==> src/rtl/ifetch_prefetch.sv <==
`default_nettype none
// ============================================================================
// Module      : ifetch_prefetch
// Description : Instruction fetch unit with a DEPTH-entry prefetch queue.
//               Issues one word read per cycle while the queue has room,
//               pushes the response one cycle later, and flushes on redirect.
// Revision    : 1.0 - initial release
// ============================================================================
module ifetch_prefetch #(
    parameter int                ADDR_W   = 32,
    parameter int                DEPTH    = 4,
    parameter logic [ADDR_W-1:0] RESET_PC = '0
) (
    input  logic              clock,
    input  logic              reset,
    input  logic              redirect_valid,
    input  logic [ADDR_W-1:0] redirect_pc,
    output logic              imem_en,
    output logic [ADDR_W-3:0] imem_addr,
    input  logic [31:0]       imem_rdata,
    output logic              out_valid,
    input  logic              out_ready,
    output logic [31:0]       out_instr,
    output logic [ADDR_W-1:0] out_pc,
    output logic [ADDR_W-1:0] out_link
);

    localparam int                c_PTR_W    = $clog2(DEPTH);
    localparam int                c_CNT_W    = $clog2(DEPTH + 1);
    localparam logic [c_PTR_W-1:0] c_LAST_PTR = c_PTR_W'(DEPTH - 1);
    localparam logic [c_CNT_W:0]   c_DEPTH_V  = (c_CNT_W + 1)'(DEPTH);

    logic [ADDR_W-1:0]  r_fetch_pc;
    logic [ADDR_W-1:0]  r_inflight_pc;
    logic               r_inflight;
    logic               r_kill;
    logic [c_PTR_W-1:0] r_rd_ptr;
    logic [c_PTR_W-1:0] r_wr_ptr;
    logic [c_CNT_W-1:0] r_count;
    logic [31:0]        r_mem_instr [DEPTH];
    logic [ADDR_W-1:0]  r_mem_pc    [DEPTH];
    logic [31:0]        r_hold_instr;
    logic [ADDR_W-1:0]  r_hold_pc;

    logic               w_head_valid;
    logic               w_pop;
    logic               w_push;
    logic [c_CNT_W:0]   w_occ;
    logic               w_unused_bits;

    // Pointers wrap at DEPTH, which may not be a power of two.
    function automatic logic [c_PTR_W-1:0] f_next_ptr(input logic [c_PTR_W-1:0] p);
        return (p == c_LAST_PTR) ? '0 : p + 1'b1;
    endfunction

    // Handshake, push qualification and issue decision; redirect overrides all.
    assign w_head_valid  = (r_count != '0);
    assign out_valid     = w_head_valid & ~reset;
    assign w_pop         = out_valid & out_ready & ~redirect_valid;
    assign w_push        = r_inflight & ~r_kill & ~redirect_valid & ~reset;
    assign w_occ         = {1'b0, r_count} + {{c_CNT_W{1'b0}}, r_inflight}
                         - {{c_CNT_W{1'b0}}, w_pop};
    assign imem_en       = ~reset & ~redirect_valid & (w_occ < c_DEPTH_V);
    assign imem_addr     = r_fetch_pc[ADDR_W-1:2];
    assign w_unused_bits = ^redirect_pc[1:0];

    // Head presentation: live FIFO head when valid, otherwise last shown value.
    assign out_instr = w_head_valid ? r_mem_instr[r_rd_ptr] : r_hold_instr;
    assign out_pc    = w_head_valid ? r_mem_pc[r_rd_ptr]    : r_hold_pc;
    assign out_link  = out_pc + ADDR_W'(4);

    // Fetch PC, in-flight tracking, kill flag, pointers and occupancy.
    always_ff @(posedge clock) begin
        if (reset) begin
            r_fetch_pc    <= RESET_PC;
            r_inflight    <= 1'b0;
            r_inflight_pc <= '0;
            r_kill        <= 1'b0;
            r_rd_ptr      <= '0;
            r_wr_ptr      <= '0;
            r_count       <= '0;
        end else if (redirect_valid) begin
            r_fetch_pc <= {redirect_pc[ADDR_W-1:2], 2'b00};
            r_kill     <= r_inflight;
            r_inflight <= 1'b0;
            r_rd_ptr   <= '0;
            r_wr_ptr   <= '0;
            r_count    <= '0;
        end else begin
            r_kill <= 1'b0;
            if (imem_en) begin
                r_fetch_pc    <= r_fetch_pc + ADDR_W'(4);
                r_inflight    <= 1'b1;
                r_inflight_pc <= r_fetch_pc;
            end else begin
                r_inflight    <= 1'b0;
            end
            if (w_push) r_wr_ptr <= f_next_ptr(r_wr_ptr);
            if (w_pop)  r_rd_ptr <= f_next_ptr(r_rd_ptr);
            case ({w_push, w_pop})
                2'b10:   r_count <= r_count + 1'b1;
                2'b01:   r_count <= r_count - 1'b1;
                default: r_count <= r_count;
            endcase
        end
    end

    // Queue storage; written only by qualified pushes so needs no reset.
    always_ff @(posedge clock) begin
        if (w_push) begin
            r_mem_instr[r_wr_ptr] <= imem_rdata;
            r_mem_pc[r_wr_ptr]    <= r_inflight_pc;
        end
    end

    // Remember the most recently presented head so outputs hold when empty.
    always_ff @(posedge clock) begin
        if (reset) begin
            r_hold_instr <= '0;
            r_hold_pc    <= '0;
        end else if (w_head_valid) begin
            r_hold_instr <= r_mem_instr[r_rd_ptr];
            r_hold_pc    <= r_mem_pc[r_rd_ptr];
        end
    end

endmodule
`default_nettype wire

==> config.mk <==
export PLATFORM = sky130hd
export DESIGN_NAME = ifetch_prefetch
export DESIGN_NICKNAME = d
export VERILOG_FILES = /design/src/rtl/ifetch_prefetch.sv
export SDC_FILE = /design/constraint.sdc
export NUM_CORES = 1
export LEC_CHECK = 0
export CAP_MARGIN = 30
export CORE_MARGIN = 2
export CORE_UTILIZATION = 55
export DETAILED_ROUTE_END_ITERATION = 16
export GPL_TIMING_DRIVEN = 0
export PLACE_DENSITY = 0.79
export SLEW_MARGIN = 0
export SYNTH_ARGS = -nofsm -noshare
export SYNTH_HDL_FRONTEND = slang
export SYNTH_SLANG_ARGS = --single-unit
==> constraint.sdc <==
create_clock -name clock -period 3.6 [get_ports clock]
set_clock_uncertainty 0.15 [all_clocks]
set_input_delay 0.36 -clock clock [delete_from_list [all_inputs] [get_ports clock]]
set_output_delay 0.36 -clock clock [all_outputs]
set_load 0.02 [all_outputs]
==> results_dict.tcl <==
set metrics [dict create \
    outcome "finished with violations" \
    failed_checks "setup timing" \
    final_core_utilization_pct 71.4 \
    clock-sinks 383 \
    num_rows 61 \
    gpl.final_weighted_congestion 0.894 \
    maxSlewViolCount 0 \
    port_buffer_cells 193 \
    cts_max_path_buffers 3 \
    design.final.nets 1489 \
    place.detailed.instances 1721 \
    relative_slew_margins_pct 43.3 \
    syn_inst 1146 \
    postLayoutSetupSlackWorst_ns -0.135 \
    globalRouteMet2Util_pct 45.0 \
    floorplan.core_area_um2 27700 \
    number_of_buffers_created_by_cts 37 \
    ys_seq_elements 383 \
    tightestPinTransition_ns 0.851 \
    clk-insertion-delay-late_ns 0.52 \
    grt_pass1_wl_mm 58.3 \
    die_w_um 172 \
    cts_root_buffer "sky130_fd_sc_hd__clkbuf_16" \
    power_leakage_nw 7.32 \
    hold-worst-slack_ns 0.265 \
    global_route.overflow_total 0 \
    vias_per_cell 5.84 \
    drt_pre_antenna_iters 5 \
    synth_edf_count 248 \
    worstPathRequired_ns 3.09 \
    use_met3_pct 5.34 \
    syn-mean-instance-area_um2 13.5 \
    ir_drop_v 0.000387 \
    htreeDepth 2 \
    net_count_after_synthesis 1225 \
    floorplan.die.height_um 172 \
    route.vias.total 10614 \
    setup_violations 9 \
    critical-path-slowest-cell "sky130_fd_sc_hd__or4_4" \
    critPathKind "reg -> out" \
    synthArstFlopShare_pct 0 \
    critical_path.startpoint_type "register" \
    finalWirelength_mm 39.4 \
    placed_cell_area_um2 18000 \
    timing.final.hold_violations 0 \
    netlist-cell-type-count 66 \
    critPathArrivalTime_ns 3.22 \
    netlist_area_um2 15400 \
    gr-usage-met1_pct 33.4 \
    initialDrtViolationCount 1128 \
    number_of_top_level_design_ports 196 \
    final_min_period_over_clock_period_pct 104 \
    grt_setup_unrepaired "yes" \
    total_half_perimeter_wirelength_after_legalization_and_detailed_placement_mm 25.5 \
    synth_ff_type "sky130_fd_sc_hd__edfxtp_1" \
    grt_antenna_before_repair 1 \
    grt.busiest_layer "met2" \
    maxCapViolations 0 \
    worstHoldPathType "in -> reg" \
    start_util_pct 55.7 \
    clkTransAtPathRegs_ns 0.06 \
    end_kind "output port" \
    grt_start_max_net_pins 54 \
    final_cell_area_um2 19800 \
    synth_sequential_area_ratio_pct 65.7 \
    number_of_global_route_vias_before_repair 10531 \
    period_needed_ns 3.73 \
    final_tns_setup_ns -0.698 \
    cp_common_cell "sky130_fd_sc_hd__buf_12" \
    layout.cells.most_common "sky130_fd_sc_hd__edfxtp_1" \
    final_cell_count_no_fill 1818 \
    track_usage_pct 26.4 \
    detail_route.wl_per_cell_um 21.7 \
    die-area_um2 29400 \
    yosys_warnings 0 \
    clock.fmax_mhz 268 \
    cts.hold.buffers_added 0 \
    critical_path_peak_fanout 7 \
    area_growth_pct 28.1 \
    cts_tree "yes" \
    postRouteAntennaNets 0 \
    critical_path.cell_chain "or3_4 > buf_12 > buf_12 > buf_12 > mux2i_4 > inv_2 > ha_4 > nand4_4 > or4_4 > nor3_4 > xnor2_1 > buf_4" \
    fraction_of_final_layout_cells_with_drive_strength_greater_than_1_pct 18.2 \
    post-route-drc-count 0 \
    slowest_delay_ns 0.46 \
    cp_top_family "simple AND/OR/NAND/NOR gates" \
    power_per_cell_area_nw_per_um2 476 \
    layout_common_cells "sky130_fd_sc_hd__edfxtp_1 (248), sky130_fd_sc_hd__nand2_1 (229), sky130_fd_sc_hd__clkdlybuf4s50_1 (163), sky130_fd_sc_hd__dfxtp_1 (132), sky130_fd_sc_hd__a21oi_1 (81)" \
    critPathBufInv 5 \
]
==> sequential cells by signal, summed over array words and instances, names as in the netlist, named ones only <==
name           cells
r_kill             1
r_hold_pc         32
r_mem_pc         120
r_wr_ptr           2
r_mem_instr      128
r_inflight         1
r_fetch_pc        30
r_count            3
r_inflight_pc     30
r_hold_instr      32
r_rd_ptr           2
==> path summary, 6_finish.rpt <==
check                  startpoint              end  slack, ns  cells after the start
hold / removal    redirect_pc[29]   r_fetch_pc[29]       0.27                      3
setup reg to reg       r_count[2]    r_fetch_pc[5]       0.24                     12
setup / recovery       r_count[2]     out_link[30]      -0.13                     12
hold reg to reg   r_hold_instr[9]  r_hold_instr[9]       0.31                      2
==> routing by layer <==
| metal | up-vias | share of wire, % |
|---|---|---|
| met5 | - | 0 |
| met4 | 0 | 3.2 |
| met3 | 82 | 8.0 |
| met2 | 508 | 51 |
| met1 | 5266 | 38 |
| li1 | 4758 | - |
==> where the power goes <==
group | internal (mW) | switching (mW) | total (mW)
Sequential | 4.72 | 0.0724 | 4.79
Clock | 2.53 | 1.63 | 4.15
Combinational | 0.214 | 0.255 | 0.469
==> per-stage QoR <==
stage	worst slack (ns)	total power, mW
final	-0.135	9.41
after global routing	-0.216	9.66
after CTS	-0.336	9.42
after detailed placement	-1.66	5.33
after global placement	-1.66	5.32
after floorplan	0.0136	5.07
==> cells by family (layout without fill, tap and decap cells) <==
kind of cell / after synthesis / count (layout) / share of synthesized area (%)
and+or+nand+nor: 395 / 395 / 11.7
DFF: 383 / 383 / 65.7
AOI/OAI and AO/OA: 143 / 143 / 5.65
buffers and inverters: 94 / 387 / 3.14
muxes: 89 / 89 / 11.1
xor gates and xnor gates: 31 / 31 / 1.76
adders and majority gates: 11 / 11 / 0.940
other: 0 / 1 / 0
==> worst min-delay path: cells and delay by family <==
| family | cells | cell delay (ns) |
|---|---|---|
| AOI/OAI and AO/OA | 1 | 0.07 |
| buffers and inverters | 1 | 0.39 |
| and+or+nand+nor | 1 | 0.07 |
==> layout make-up <==
| cell class | count | area (um^2) |
|---|---|---|
| antenna | 1 | 2.50 |
| buffer | 55 | 434 |
| clock buffer | 47 | 1030 |
| clock inverter | 21 | 282 |
| fill | 1793 | 7930 |
| inverter | 36 | 138 |
| multi-input combinational | 669 | 5030 |
| sequential | 383 | 10200 |
| tap | 378 | 473 |
| timing repair buffer | 228 | 2240 |
==> cell usage after synthesis, types with 4 or more instances <==
library cell	count	share of area (%)
sky130_fd_sc_hd__nor3_1	13	0.42
sky130_fd_sc_hd__nand4_1	13	0.53
sky130_fd_sc_hd__or3_1	6	0.24
sky130_fd_sc_hd__buf_2	10	0.32
sky130_fd_sc_hd__nor2b_1	5	0.20
sky130_fd_sc_hd__ha_1	10	0.81
sky130_fd_sc_hd__clkbuf_1	29	0.70
sky130_fd_sc_hd__a21oi_1	81	2.6
sky130_fd_sc_hd__a31oi_1	9	0.36
sky130_fd_sc_hd__xor2_1	5	0.28
sky130_fd_sc_hd__mux4_1	11	1.9
sky130_fd_sc_hd__nor2_1	54	1.3
sky130_fd_sc_hd__xnor2_1	26	1.5
sky130_fd_sc_hd__dfxtp_1	135	17
sky130_fd_sc_hd__nand3_1	23	0.75
sky130_fd_sc_hd__o21ai_0	11	0.36
sky130_fd_sc_hd__and2_1	9	0.36
sky130_fd_sc_hd__edfxtp_1	248	48
sky130_fd_sc_hd__and3_1	9	0.36
sky130_fd_sc_hd__buf_4	7	0.34
sky130_fd_sc_hd__o211ai_1	6	0.29
sky130_fd_sc_hd__mux4_2	51	7.4
sky130_fd_sc_hd__a221o_1	12	0.78
sky130_fd_sc_hd__o21ai_1	4	0.13
sky130_fd_sc_hd__inv_1	35	0.85
sky130_fd_sc_hd__nand2_1	234	5.7
sky130_fd_sc_hd__mux2i_1	26	1.7
sky130_fd_sc_hd__buf_6	4	0.29
==> timing repair <==
item / CTS / global route
setup endpoints to repair: 75 / 45
resized for setup: 157 / 61
pin swaps: 11 / 12
setup buffers: 24 / 8
(Power assumes the default switching activity.)
